**src/rtl/imem_loader_pkg.sv**
```systemverilog
// Shared types and constants for the instruction-memory image loader.
package imem_loader_pkg;

    // Loader FSM states
    typedef enum logic [2:0] {
        IDLE   = 3'd0,
        LEN_HI = 3'd1,
        LEN_LO = 3'd2,
        DATA   = 3'd3,
        WRITE  = 3'd4,
        DONE   = 3'd5,
        ERR    = 3'd6
    } state_e;

    localparam int LEN_BYTES      = 2;
    localparam int BYTES_PER_WORD = 4;

    // True in the states that take bytes from the stream
    function automatic logic is_rx_state(input state_e s);
        return (s == LEN_HI) || (s == LEN_LO) || (s == DATA);
    endfunction

endpackage

```
**src/rtl/imem_loader_byte_word_packer.sv**
```systemverilog
// Big-endian 8->32 packer: keeps the three leading bytes of a word and
// presents the completed word combinationally while the fourth byte is on
// the input, so the caller can register it in the same cycle.
module byte_word_packer
    import imem_loader_pkg::*;
(
    input  logic        clk,
    input  logic        rst,
    input  logic        shift_en,
    input  logic        clear,
    input  logic [7:0]  byte_in,
    output logic [31:0] word,
    output logic        word_full
);

    localparam logic [1:0] LAST_BYTE = 2'(BYTES_PER_WORD - 1);

    logic [23:0] lead_r;
    logic [1:0]  byte_cnt_r;

    assign word      = {lead_r, byte_in};
    assign word_full = shift_en && (byte_cnt_r == LAST_BYTE);

    // Shift accepted bytes in MSB first and count position within the word
    always_ff @(posedge clk or posedge rst) begin
        if (rst) begin
            lead_r     <= 24'h000000;
            byte_cnt_r <= 2'd0;
        end else if (clear) begin
            lead_r     <= 24'h000000;
            byte_cnt_r <= 2'd0;
        end else if (shift_en) begin
            lead_r     <= {lead_r[15:0], byte_in};
            byte_cnt_r <= byte_cnt_r + 2'd1;
        end else begin
            lead_r     <= lead_r;
            byte_cnt_r <= byte_cnt_r;
        end
    end

endmodule

```
**src/rtl/imem_loader.sv**
```systemverilog
// Loads a length-prefixed big-endian program image from a byte stream into
// instruction memory and holds the CPU until the image is complete.
module imem_loader
    import imem_loader_pkg::*;
#(
    parameter int ADDR_W    = 8,
    parameter int MAX_WORDS = 256,
    parameter int TIMEOUT   = 1000
) (
    input  logic              clk,
    input  logic              rst,
    input  logic              start,
    input  logic [7:0]        rx_data,
    input  logic              rx_valid,
    output logic              rx_ready,
    output logic              mem_we,
    output logic [ADDR_W-1:0] mem_addr,
    output logic [31:0]       mem_wdata,
    output logic              cpu_hold,
    output logic              done,
    output logic              error,
    output logic [ADDR_W:0]   words_loaded
);

    localparam int              TMO_W    = $clog2(TIMEOUT + 1);
    localparam logic [TMO_W-1:0] TMO_LAST = TMO_W'(TIMEOUT - 1);
    localparam logic [15:0]     MAX_LEN  = 16'(MAX_WORDS);

    state_e              state_r;
    state_e              next_s;
    logic [15:0]         len_r;
    logic [TMO_W-1:0]    tmo_r;
    logic                rx_ready_r;
    logic                mem_we_r;
    logic [ADDR_W-1:0]   mem_addr_r;
    logic [31:0]         mem_wdata_r;
    logic                cpu_hold_r;
    logic                done_r;
    logic                error_r;
    logic [ADDR_W:0]     words_loaded_r;

    logic                accept_s;
    logic                start_load_s;
    logic                tmo_expire_s;
    logic [15:0]         len_rx_s;
    logic [ADDR_W:0]     wl_next_s;
    logic                last_word_s;
    logic [31:0]         word_s;
    logic                word_full_s;

    assign accept_s     = rx_valid && rx_ready_r;
    assign start_load_s = start && ((state_r == IDLE) || (state_r == DONE) || (state_r == ERR));
    // The counter would reach TIMEOUT this cycle; an accepted byte overrides it
    assign tmo_expire_s = !accept_s && (tmo_r == TMO_LAST);
    assign len_rx_s     = {len_r[15:8], rx_data};
    assign wl_next_s    = words_loaded_r + (ADDR_W + 1)'(1);
    assign last_word_s  = (16'(wl_next_s) == len_r);

    assign rx_ready     = rx_ready_r;
    assign mem_we       = mem_we_r;
    assign mem_addr     = mem_addr_r;
    assign mem_wdata    = mem_wdata_r;
    assign cpu_hold     = cpu_hold_r;
    assign done         = done_r;
    assign error        = error_r;
    assign words_loaded = words_loaded_r;

    byte_word_packer u_packer (
        .clk       (clk),
        .rst       (rst),
        .shift_en  (accept_s && (state_r == DATA)),
        .clear     (start_load_s),
        .byte_in   (rx_data),
        .word      (word_s),
        .word_full (word_full_s)
    );

    // State register
    always_ff @(posedge clk or posedge rst) begin
        if (rst) begin
            state_r <= IDLE;
        end else begin
            state_r <= next_s;
        end
    end

    // Next-state logic
    always_comb begin
        next_s = state_r;
        case (state_r)
            IDLE: begin
                if (start) next_s = LEN_HI;
                else       next_s = IDLE;
            end
            LEN_HI: begin
                if (accept_s)          next_s = LEN_LO;
                else if (tmo_expire_s) next_s = ERR;
                else                   next_s = LEN_HI;
            end
            LEN_LO: begin
                if (accept_s) begin
                    if (len_rx_s == 16'd0)         next_s = DONE;
                    else if (len_rx_s > MAX_LEN)   next_s = ERR;
                    else                           next_s = DATA;
                end else if (tmo_expire_s) begin
                    next_s = ERR;
                end else begin
                    next_s = LEN_LO;
                end
            end
            DATA: begin
                if (word_full_s)       next_s = WRITE;
                else if (accept_s)     next_s = DATA;
                else if (tmo_expire_s) next_s = ERR;
                else                   next_s = DATA;
            end
            WRITE: begin
                if (last_word_s) next_s = DONE;
                else             next_s = DATA;
            end
            DONE: begin
                if (start) next_s = LEN_HI;
                else       next_s = DONE;
            end
            ERR: begin
                if (start) next_s = LEN_HI;
                else       next_s = ERR;
            end
            default: next_s = IDLE;
        endcase
    end

    // Status outputs registered from the state being entered
    always_ff @(posedge clk or posedge rst) begin
        if (rst) begin
            rx_ready_r <= 1'b0;
            mem_we_r   <= 1'b0;
            cpu_hold_r <= 1'b1;
            done_r     <= 1'b0;
            error_r    <= 1'b0;
        end else begin
            rx_ready_r <= is_rx_state(next_s);
            mem_we_r   <= (next_s == WRITE);
            cpu_hold_r <= (next_s != DONE);
            done_r     <= (next_s == DONE);
            error_r    <= (next_s == ERR);
        end
    end

    // Memory write port: capture address and word as the fourth byte arrives
    always_ff @(posedge clk or posedge rst) begin
        if (rst) begin
            mem_addr_r  <= '0;
            mem_wdata_r <= 32'h00000000;
        end else if (state_r == DATA && word_full_s) begin
            mem_addr_r  <= words_loaded_r[ADDR_W-1:0];
            mem_wdata_r <= word_s;
        end else begin
            mem_addr_r  <= mem_addr_r;
            mem_wdata_r <= mem_wdata_r;
        end
    end

    // Word-count header capture
    always_ff @(posedge clk or posedge rst) begin
        if (rst) begin
            len_r <= 16'h0000;
        end else if (accept_s && state_r == LEN_HI) begin
            len_r <= {rx_data, len_r[7:0]};
        end else if (accept_s && state_r == LEN_LO) begin
            len_r <= len_rx_s;
        end else begin
            len_r <= len_r;
        end
    end

    // Count of words written in the current load
    always_ff @(posedge clk or posedge rst) begin
        if (rst) begin
            words_loaded_r <= '0;
        end else if (start_load_s) begin
            words_loaded_r <= '0;
        end else if (state_r == WRITE) begin
            words_loaded_r <= wl_next_s;
        end else begin
            words_loaded_r <= words_loaded_r;
        end
    end

    // Idle-gap counter between accepted bytes while receiving
    always_ff @(posedge clk or posedge rst) begin
        if (rst) begin
            tmo_r <= '0;
        end else if (start_load_s) begin
            tmo_r <= '0;
        end else if (is_rx_state(state_r)) begin
            if (accept_s) tmo_r <= '0;
            else          tmo_r <= tmo_r + TMO_W'(1);
        end else begin
            tmo_r <= tmo_r;
        end
    end

endmodule
```
**config.mk**
```make
export PLATFORM = sky130hd
export DESIGN_NAME = imem_loader
export DESIGN_NICKNAME = d
export VERILOG_FILES = /design/src/rtl/imem_loader_pkg.sv /design/src/rtl/imem_loader_byte_word_packer.sv /design/src/rtl/imem_loader.sv
export SDC_FILE = /design/constraint.sdc
export NUM_CORES = 1
export LEC_CHECK = 0
export CORE_MARGIN = 3
export CORE_UTILIZATION = 50
export CTS_BUF_LIST = sky130_fd_sc_hd__clkbuf_16
export DETAILED_ROUTE_END_ITERATION = 6
export DONT_BUFFER_PORTS = 1
export SYNTH_ARGS = -nofsm -noshare
export SYNTH_HDL_FRONTEND = slang
export SYNTH_HIERARCHICAL = 1
export SYNTH_SLANG_ARGS = --single-unit
```
**constraint.sdc**
```tcl
create_clock -name clk -period 8.1 [get_ports clk]
set_clock_uncertainty 0.1 [all_clocks]
set_input_delay 1.215 -clock clk [delete_from_list [all_inputs] [get_ports clk]]
set_output_delay 1.215 -clock clk [all_outputs]
set_load 0.01 [all_outputs]
```
==> results_dict.tcl, run 1 <==
set metrics [dict create \
    clkLatencyLatePin_ps 350 \
    dieWidth_um 105 \
    io_pins 66 \
    finalSetupViolCount 0 \
    layout_min_cycle_time_ps 3330 \
    path_cells "nand2_1 -> nor3_2 -> buf_4 -> and2_1 -> inv_1 -> or3_1 -> buf_4 -> inv_1 -> buf_4 -> nand2_1 -> nand2_1" \
    port_buffers 0 \
    timing.fmax_mhz 300 \
    fin_area_sq_um 5250 \
    max-clock-path-buffers 2 \
    fp.dieH_um 105 \
    regToRegSetupSlack_ps 5020 \
    ys_types 48 \
    synth.yosys.seq_area_share 0.553 \
    drc 0 \
    grt_setup_unrepaired "false" \
    dieArea_sq_um 11100 \
    syn_inst 495 \
    clk_pin_slew_ps 80 \
    synth.most_common_cell "nand2_1" \
    grt_max_degree 84 \
    grt_pass1_wl_um 17400 \
    wl_per_cell_um 16.3 \
    fin_util 0.557 \
    fin_ws_ps 4770 \
    grt.total_usage 0.195 \
    p_sw_mw 0.512 \
    worstPathBufferInverterCount 5 \
    critPathSlowestCell "buf_4" \
    outcome "finished clean" \
    synth_area_leaders "dfrtp_1 (55%), nand2_1 (11%), mux2i_1 (5.1%)" \
    combPwrFrac 0.228 \
    leakage_nw 2.52 \
    drv_cap 0 \
    relSlewSlack 0.272 \
    hold_path_class "reg -> reg" \
    synth-seq-cells 109 \
    cp-end-kind "register" \
    clkPwrFrac 0.283 \
    crit_path_start_kind "input port" \
    timing.final.crit_share 0.411 \
    drv_slew 0 \
    preCtsSetupSlack_ps 4430 \
    synthFlopType "dfrtp_1" \
    p_int_mw 1.02 \
    tns_ps 0 \
    synth-async-reset-ratio 1.00 \
    hold_viol_final 0 \
    hold_end "mem_wdata[30]" \
    yosysTopAreaCellShare 0.548 \
    postCtsHoldBufs 0 \
    path_max_fanout 41 \
    postPlaceCellArea_sq_um 4950 \
    final_nets 496 \
    dp_hpwl_um 6740 \
    cts_buffers 9 \
    clock_sink_count 109 \
    start_util 0.524 \
    cts_resized 0 \
    netlist_area_sq_um 4930 \
    power_density_nw_per_um2 292 \
    switching_share 0.334 \
    drt_iter0_drc 125 \
    vias 3297 \
    cts_tree "done" \
    worstPathArrival_ps 3510 \
    core_sq_um 9420 \
    critical-path-top-delay-family "buffers and inverters" \
    wl_um 10100 \
    cts_setup_buffers 0 \
    vias_per_cell 5.36 \
    yosys.area.top_type "dfrtp_1" \
    cts_root_buf "clkbuf_16" \
    r2r-end "mem_wdata[15]" \
    globalRoute.totalOverflow 0 \
    crit_required_ps 8280 \
    slowest_delay_ps 420 \
    diodes 0 \
    antenna_found_initial 0 \
    reg2reg_depth 11 \
    crit_type "in -> reg" \
    area_growth_pct 6.37 \
    drt_pre_antenna_iters 4 \
    critical_path_depth 11 \
    worst_pin_slew_ps 1080 \
    ant_nets 0 \
    ys_warn_count 6 \
    synth_nets 510 \
    drive_above_1_share 0.0926 \
    ir_worst_vdd_mv 0.119 \
    grt_pass1_vias 3261 \
    cts_max_level 3 \
    synth_edf_count 0 \
    power_frac_seq 0.489 \
    gp_routability_congestion 0.818 \
    r2r_start "state_r[1]" \
    synth_area_per_cell_sq_um 9.96 \
    num_rows 35 \
    synth_common_cells "nand2_1 (140), dfrtp_1 (108), nor2_1 (46), mux2i_1 (25), mux2_2 (16)" \
    holdCritStartpoint "u_packer/lead_r[22]" \
    min_delay_path_depth 2 \
]
[worst register-to-register path, cell delays in order (launching register included)]
cell and delay (ps):
dfrtp_1 580, nand2_1 130, nor3_2 170, buf_4 420, and2_1 250, inv_1 70, or3_1 340, buf_4 280
inv_1 100, buf_4 350, nand2_1 140, nand2_1 80
[final cells by class]
type	count	area, sq um
fillers	842	4170
flip-flops and latches	109	2730
multi-input cells	348	1990
clock buffers	9	225
well taps	129	161
clock inverters	7	71.3
repair buffers	5	37.5
inverters	8	31.3
[cell families (layout without fill, tap and decap cells)]
logic type / after synthesis / after routing / synth area share
AO/OA/AOI/OAI: 33 / 33 / 0.0436
buffers and inverters: 38 / 29 / 0.0442
multiplexers: 41 / 41 / 0.0873
AND/OR/NAND/NOR: 244 / 244 / 0.216
XOR/XNOR: 27 / 27 / 0.0480
adder cells (fa/ha/maj): 3 / 3 / 0.00761
flip-flops: 109 / 109 / 0.553
[how the worst max path moves through the flow]
stage	from	slack, ps	endpoint
after detailed placement	rx_valid	4430	mem_wdata[15]
after floorplan	rst	4650	done
final	rx_valid	4770	mem_wdata[15]
after global placement	rx_valid	4500	mem_wdata[9]
after global routing	rx_valid	4520	mem_wdata[15]
after CTS	rx_valid	4780	mem_wdata[15]
[state kept, by name (all words and copies together), names as in the netlist, 2 cells and up]
register and cells:
len_r 16, u_packer/byte_cnt_r 2, mem_addr 8, u_packer/lead_r 24, state_r 3, mem_wdata 32, tmo_r 10, words_loaded 9
[stage by stage]
step | hold WS (ps) | std cells | power, mW
detailed placement | 362 | 599 | 1.11
global route | 410 | 615 | 1.63
finish | 377 | 615 | 1.53
floorplan | 338 | 495 | 1.04
CTS | 383 | 615 | 1.55
global placement | 361 | 599 | 1.10
[metal layers]
layer	vias up	track usage	share of wire
li1	1593	-	-
met1	1632	0.277	0.48
met2	64	0.298	0.47
met3	8	0.0398	0.041
met4	0	0.0675	0.013
met5	-	0	0
[power by group through the flow]
| stage | sequential (mW) | clock (mW) | combinational [mW] |
|---|---|---|---|
| 3_5_place_dp | 0.760 | 0 | 0.351 |
| 4_1_cts | 0.749 | 0.446 | 0.352 |
| 3_3_place_gp | 0.759 | 0 | 0.342 |
| 6_report | 0.749 | 0.434 | 0.349 |
| 2_1_floorplan | 0.715 | 0 | 0.320 |
| 5_1_grt | 0.766 | 0.469 | 0.395 |
[cell usage in the layout, fill, tap and decap left out, types with 5 or more instances in the layout]
cell type / Yosys / routed
inv_1: 8 / 7
dfrtp_1: 108 / 108
nor3_1: 10 / 9
or3_1: 7 / 7
o21ai_0: 10 / 10
clkbuf_16: 0 / 9
xnor2_1: 13 / 13
mux2_2: 16 / 16
a21oi_1: 7 / 7
buf_4: 8 / 5
nand2_1: 140 / 140
nand3_1: 9 / 9
mux2i_1: 25 / 25
nor2_1: 46 / 46
xor2_1: 14 / 14
nand4_1: 5 / 5
Power figures use the tool's default switching activity.
==> run 2: changes to the inputs <==
clock period = 3.08 ns   (was 8.1 ns; I/O delays follow)
==> results_dict.tcl, run 2 (same netlist as run 1, synthesis figures left out) <==
set metrics [dict create \
    cp-end-kind "register" \
    fin_util 0.559 \
    final_nets 500 \
    cts_resized 0 \
    start_util 0.524 \
    outcome "finished clean" \
    crit_path_start_kind "register" \
    p_sw_mw 1.32 \
    cts_tree "done" \
    drv_slew 0 \
    worstPathArrival_ps 2760 \
    timing.fmax_mhz 380 \
    r2r_start "words_loaded[1]" \
    io_pins 66 \
    largest_reg_flops 32 \
    ant_nets 0 \
    gp_routability_congestion 0.795 \
    p_int_mw 2.69 \
    wl_met2_um 4790 \
    drive_above_1_share 0.100 \
    path_max_fanout 5 \
    ir_worst_vdd_mv 0.300 \
    place_inst 603 \
    clkLatencyLatePin_ps 340 \
    core_sq_um 9420 \
    postCtsHoldBufs 0 \
    r2r-end "rx_ready" \
    reg2reg_depth 7 \
    multi_input_area_sq_um 1990 \
    wl_met1_um 4690 \
    clock_sink_count 109 \
    layout_min_cycle_time_ps 2630 \
    tns_ps 0 \
    relSlewSlack 0.344 \
    num_rows 35 \
    most-common-layout-cells "nand2_1 (140), dfrtp_1 (108), nor2_1 (46)" \
    hold_path_class "in -> async" \
    switching_share 0.329 \
    wl_per_cell_um 16.4 \
    cts_setup_buffers 0 \
    antenna_found_initial 0 \
    worst_pin_slew_ps 983 \
    max-clock-path-buffers 2 \
    clk_pin_slew_ps 80 \
    grt_pass1_wl_um 17300 \
    crit_type "reg -> reg" \
    diodes 0 \
    power_density_nw_per_um2 761 \
    cts_root_buf "clkbuf_16" \
    power_frac_seq 0.488 \
    grt_pass1_vias 3321 \
    drt_iter0_drc 124 \
    wl_met3_um 535 \
    grt_max_degree 48 \
    cts_max_level 3 \
    stdcell_count 619 \
    area_growth_pct 6.75 \
    fp.dieH_um 105 \
    clkPwrFrac 0.278 \
    vias_per_cell 5.29 \
    crit_required_ps 3210 \
    dp_hpwl_um 6820 \
    globalRoute.totalOverflow 0 \
    vias 3277 \
    nFillCells 829 \
    port_buffers 0 \
    grt_setup_unrepaired "false" \
    dieArea_sq_um 11100 \
    dieWidth_um 105 \
    drv_cap 0 \
    final_common_cell "nand2_1" \
    cts_buffers 9 \
    combPwrFrac 0.233 \
    finalSetupViolCount 0 \
    leakage_nw 2.54 \
    drc 0 \
    wl_um 10100 \
    timing.final.crit_share 0.855 \
    grt.total_usage 0.194 \
    hold_viol_final 0 \
    seqCellArea_sq_um 2730 \
    top_layer "met4" \
    drt_pre_antenna_iters 4 \
    regToRegSetupSlack_ps 450 \
]
run 2: per-layer routing:
metal,track usage,vias up
li1,-,1596
met1,0.259,1609
met2,0.313,61
met3,0.0508,11
met4,0.0572,0
met5,0,-
run 2: worst max path at each step:
stage | slack [ps] | from | cells past startpoint | end
detailed placement | 470 | words_loaded[1] | 7 | rx_ready
CTS | 440 | words_loaded[1] | 7 | rx_ready
finish | 450 | words_loaded[1] | 7 | rx_ready
global route | 300 | words_loaded[1] | 7 | rx_ready
global placement | 500 | words_loaded[1] | 7 | rx_ready
floorplan | 380 | rst | 1 | done
run 2: through the flow:
step	total power [mW]	hold WS, ps	area [sq um]	setup WS (ps)
4_1_cts	4.04	44.0	5260	436
5_1_grt	4.25	74.1	5260	298
3_3_place_gp	2.89	363	4980	502
3_5_place_dp	2.93	363	4980	469
6_report	4.00	18.4	5260	445
2_1_floorplan	2.72	338	4930	383
run 2: critical path, cell delays in order, from the launching register on:
cell	delay, ps
dfrtp_1	470
ha_1	290
nand3_1	200
xnor2_1	180
or4_1	390
or4_4	530
or2_1	240
o311a_1	120
run 2: area by class of cell:
| cell class | instances | share of cell area |
|---|---|---|
| sequential | 109 | 0.518 |
| multi-input combinational | 348 | 0.378 |
| clock buffer | 9 | 0.0428 |
| tap | 129 | 0.0307 |
| timing repair buffer | 9 | 0.0128 |
| clock inverter | 7 | 0.0114 |
| inverter | 8 | 0.00594 |
run 2: power groups by stage:
stage	clock [mW]	sequential, mW	combinational [mW]
floorplan	0	1.88	0.842
global route	1.20	2.00	1.06
finish	1.11	1.95	0.934
global placement	0	1.98	0.919
detailed placement	0	1.99	0.941
CTS	1.14	1.96	0.945
